### src/rtl/cache_ctrl_fsm.sv
// cache_ctrl_fsm: sequencing FSM for the 4-way set-associative L1 cache.
// Resolves CPU line requests as hits, or runs writeback-then-refill on a
// miss, and drives the datapath load strobes plus the ctrl_state select.
// The state is registered; outputs are decoded from state and the
// current-cycle hit/dirty/mem_resp inputs, so a hit answers in COMPARE.
// Optional feature macro: CACHE_PERF_EN adds hit/miss/writeback counters
// (CNT_W wide, wrapping). Without it the counter ports are tied to 0.
module cache_ctrl_fsm #(
    parameter int CNT_W = 32
) (
    input  logic             clk,
    input  logic             rst_n,
    input  logic             cpu_read,
    input  logic             cpu_write,
    output logic             cpu_resp,
    output logic             mem_read,
    output logic             mem_write,
    input  logic             mem_resp,
    input  logic             ctrl_hit,
    input  logic             ctrl_dirty_out,
    output logic             ctrl_tag_ld,
    output logic             ctrl_valid_ld,
    output logic             ctrl_dirty_ld,
    output logic             ctrl_dirty_in,
    output logic [1:0]       ctrl_state,
    output logic [CNT_W-1:0] hit_count,
    output logic [CNT_W-1:0] miss_count,
    output logic [CNT_W-1:0] wb_count
);

    typedef enum logic [1:0] {
        IDLE      = 2'd0,
        COMPARE   = 2'd1,
        WRITEBACK = 2'd2,
        ALLOCATE  = 2'd3
    } state_t;

    localparam logic [1:0] SEL_FILL  = 2'b00;
    localparam logic [1:0] SEL_WRITE = 2'b01;
    localparam logic [1:0] SEL_NONE  = 2'b10;

    state_t state;
    logic   req;

    // Write wins when both request lines are high; either one is a request.
    assign req = cpu_read | cpu_write;

    // State register and transitions; reset aborts any pmem handshake in flight.
    always_ff @(posedge clk or negedge rst_n) begin
        if (!rst_n) begin
            state <= IDLE;
        end else begin
            unique case (state)
                IDLE: begin
                    if (req) state <= COMPARE;
                end
                COMPARE: begin
                    if (!req)                state <= IDLE;
                    else if (ctrl_hit)       state <= IDLE;
                    else if (ctrl_dirty_out) state <= WRITEBACK;
                    else                     state <= ALLOCATE;
                end
                WRITEBACK: begin
                    if (mem_resp) state <= ALLOCATE;
                end
                ALLOCATE: begin
                    // Return to COMPARE so the refilled line resolves as a hit
                    // and a pending write merges through the normal hit path.
                    if (mem_resp) state <= COMPARE;
                end
                default: state <= IDLE;
            endcase
        end
    end

    // Output decode: strobes low and no array write unless a state asks.
    always_comb begin
        cpu_resp      = 1'b0;
        mem_read      = 1'b0;
        mem_write     = 1'b0;
        ctrl_tag_ld   = 1'b0;
        ctrl_valid_ld = 1'b0;
        ctrl_dirty_ld = 1'b0;
        ctrl_dirty_in = 1'b0;
        ctrl_state    = SEL_NONE;
        unique case (state)
            IDLE: ;
            COMPARE: begin
                if (req && ctrl_hit) begin
                    cpu_resp = 1'b1;
                    if (cpu_write) begin
                        ctrl_state    = SEL_WRITE;
                        ctrl_dirty_ld = 1'b1;
                        ctrl_dirty_in = 1'b1;
                    end
                end
            end
            WRITEBACK: begin
                mem_write = 1'b1;
                // Clearing dirty on the victim flips the datapath mem_addr to
                // the CPU address for the refill that follows.
                if (mem_resp) begin
                    ctrl_state    = SEL_FILL;
                    ctrl_dirty_ld = 1'b1;
                end
            end
            ALLOCATE: begin
                mem_read   = 1'b1;
                ctrl_state = SEL_FILL;
                if (mem_resp) begin
                    ctrl_tag_ld   = 1'b1;
                    ctrl_valid_ld = 1'b1;
                    ctrl_dirty_ld = 1'b1;
                end
            end
            default: ;
        endcase
    end

`ifdef CACHE_PERF_EN
    logic [CNT_W-1:0] hit_q;
    logic [CNT_W-1:0] miss_q;
    logic [CNT_W-1:0] wb_q;

    // Event counters; a dropped request in COMPARE is neither hit nor miss.
    always_ff @(posedge clk or negedge rst_n) begin
        if (!rst_n) begin
            hit_q  <= '0;
            miss_q <= '0;
            wb_q   <= '0;
        end else begin
            if (state == COMPARE && req && ctrl_hit)  hit_q  <= hit_q + 1'b1;
            if (state == COMPARE && req && !ctrl_hit) miss_q <= miss_q + 1'b1;
            if (state == WRITEBACK && mem_resp)       wb_q   <= wb_q + 1'b1;
        end
    end

    assign hit_count  = hit_q;
    assign miss_count = miss_q;
    assign wb_count   = wb_q;
`else
    assign hit_count  = '0;
    assign miss_count = '0;
    assign wb_count   = '0;
`endif

endmodule
### config.mk
export PLATFORM = sky130hd
export DESIGN_NAME = cache_ctrl_fsm
export DESIGN_NICKNAME = d
export VERILOG_FILES = /design/src/rtl/cache_ctrl_fsm.sv
export SDC_FILE = /design/constraint.sdc
export NUM_CORES = 1
export LEC_CHECK = 0
export CAP_MARGIN = 20
export CORE_UTILIZATION = 31
export CTS_CLUSTER_DIAMETER = 120
export DETAILED_ROUTE_END_ITERATION = 12
export GPL_TIMING_DRIVEN = 0
export PLACE_DENSITY = 0.88
export SLEW_MARGIN = 10
export SYNTH_ARGS = -nofsm -noshare
export SYNTH_HDL_FRONTEND = slang
export SYNTH_SLANG_ARGS = --single-unit
### constraint.sdc
create_clock -name clk -period 2.15 [get_ports clk]
set_input_delay 0.3225 -clock clk [delete_from_list [all_inputs] [get_ports clk]]
set_output_delay 0.3225 -clock clk [all_outputs]
set_load 0.02 [all_outputs]
==> metrics.yaml <==
status:
  status: "completed"
run:
  cap_viol_max_count: 0
global_routing:
  track_usage_pct: 8.42
  grt_max_degree: 6
  grt_pass1_wl_mm: 2.19
  grt_overflow: 0
  grt_pass1_vias: 559
  antenna_found_initial: 0
cells_and_area:
  largest_reg_flops: 2
  top_register: "state"
  nNetsFinal: 261
  synthToLayoutAreaGrowth_pct: 57.5
  top_regs: "state (2)"
  drive_gt1_share_pct: 41.6
  diodes: 0
floorplan:
  pin_count: 112
  start_util_pct: 33.1
  dieHeight_um: 59.3
  die_w_um: 59.3
  die_area_um2: 3520
  rows: 20
  core_um2: 3080
sta:
  maxSlewViolCount: 0
  timing.fmax_mhz: 485
  fin_crit_ps: 2060
  fin_worst_skew_ps: 1.48
  hold_viol_final: 0
  finalSetupTns_ps: 0
  rsz0062_at_grt: "no"
  setup_viol: 0
  fin_crit_sh_pct: 96.0
  setup_ws_ps: 86.1
pwr:
  seq_power_share_pct: 9.6
  leakagePower_nw: 1.11
  netSwitchingPower_mw: 0.420
  pwr-share-clk_pct: 10.3
  vdd_drop_max_uv: 177
  p_comb_share_pct: 80.1
  intPower_mw: 0.405
  power.density_nw_per_um2: 514
  switching_share_pct: 50.9
synthesis:
  synth-seq-cells: 2
  async_flop_share_pct: 100
  ys_types: 20
  yosysMostFrequentCell: "buf_4"
  synth_area_um2: 1020
  syn_area_per_cell_um2: 7.72
  yosysSeqAreaShare_pct: 4.91
  yosysWarnings: 0
  yosysTopAreaCell: "buf_4"
  yosys-top-cells-count: "97 x buf_4, 7 x ha_1, 7 x inv_1"
  synth_edf_count: 0
  syn_inst: 132
  yosys.area.top_type_share_pct: 71.5
  synth_ff_type: "dfrtp_1"
  synth.area.top_cells: "buf_4 71%, ha_1 8.6%, dfrtp_1 4.9%, inv_1 2.6%, o31ai_2 1.2%"
worst_setup_path:
  cp-end-kind: "primary output"
  startpoint_type: "flop"
  cp_data_required_time_ps: 1830
  path_class: "reg -> out"
  arrival_ps: 1740
  cp_max_fo: 4
clock_tree:
  root_buffer: "clkbuf_4"
  clk_pin_slew_ps: 30
  cts_setup_buffers: 0
  insertion_delay_ps: 230
  hold_buffers: 0
  h-tree-depth: 1
  clkSinkCount: 2
  cts_tree: "built"
  clock_tree.buffer_depth: 2
  numCtsBuffers: 3
detailed_routing:
  remaining_drc_errors: 0
  vias: 812
  drt_pass1_iterations: 2
  wl_per_cell_um: 5.93
  wl_mm: 1.72
  ant_nets: 0
  drt_iter0_drc: 4
  routed_via_density: 2.81
place:
  dp_hpwl_mm: 1.65
  gp_congestion: 0.762
  portBuffers: 15
  dp_slack_ps: 0.378
min_path:
  worstHoldPathType: "in -> async"
[cell families (layout without fill, tap and decap cells)]
kind of cell	after synthesis	after routing	synth area share, %
buffers and inverters	104	122	74.1
AO/OA/AOI/OAI	9	9	6.88
AND/OR/NAND/NOR	9	9	5.16
adder cells (fa/ha/maj)	7	7	8.60
flip-flops	2	2	4.91
other	1	96	0.368
[cell type report]
type                       instances  area, µm²
inverter                           7       26.3
clock buffer                       3       22.5
sequential                         2       50.0
buffer                            97        728
fill                             301       1470
tap                               44       55.1
multi-input combinational        121        571
timing repair buffer              15        151
[worst max-delay path, cell delays in order (launching register included)]
cell and delay [ps]:
dfrtp_1 410, ha_1 250, and2_2 210, buf_4 120, clkdlybuf4s50_1 520
[repair_timing]
action                                  CTS  global route
gates cloned                              0             0
gates resized for setup                   3             2
endpoints found under the setup margin    3             2
[power by group through the flow]
stage	logic, mW	registers [mW]	clock network, mW
floorplan	0.534	0.0732	0
global placement	0.668	0.0777	0
detailed placement	0.675	0.0791	0
CTS	0.658	0.0787	0.0901
global route	0.715	0.0818	0.0989
finish	0.661	0.0788	0.0849
[per-stage QoR]
| stage | area, µm² | power [mW] | instances | hold WS, ps | util, % |
|---|---|---|---|---|---|
| floorplan | 1380 | 0.607 | 227 | 26.9 | - |
| global placement | 1580 | 0.746 | 286 | 494 | 51.3 |
| global route | 1600 | 0.895 | 289 | 253 | 52.1 |
| CTS | 1600 | 0.827 | 289 | 253 | 52.0 |
| finish | 1600 | 0.825 | 289 | 258 | 52.1 |
| detailed placement | 1580 | 0.754 | 286 | 498 | 51.3 |
[cells in the final DEF, fill, tap and decap left out, drive strengths merged, types with 2 or more instances in the layout]
cell and count:
buf 97, conb 96, clkdlybuf4s50 10, inv 7, ha 7, clkbuf 3, dlygate4sd2 3, o21ai 2
a21oi 2, or2 2, dlymetal6s2s 2, dfrtp 2
[layer usage]
| layer | global-route usage [%] | up-vias | wire (µm) |
|---|---|---|---|
| met5 | 0 | - | 0 |
| met4 | 5.10 | 0 | 27 |
| met3 | 2.62 | 3 | 272 |
| met2 | 18.5 | 62 | 955 |
| met1 | 5.66 | 306 | 461 |
| li1 | - | 441 | - |
[path summary, 6_finish.rpt]
check / slack, ps / end / startpoint / cells after the start
min in group clk: 640 / state[1] / state[1] / 2
max in group asynchronous: 1770 / state[1] / rst_n / 1
max: 90 / ctrl_valid_ld / state[0] / 4
max reg2reg: 610 / state[1] / state[0] / 5
min: 260 / state[0] / rst_n / 1
min reg2reg: 640 / state[1] / state[1] / 2
Power figures use the tool's default switching activity.
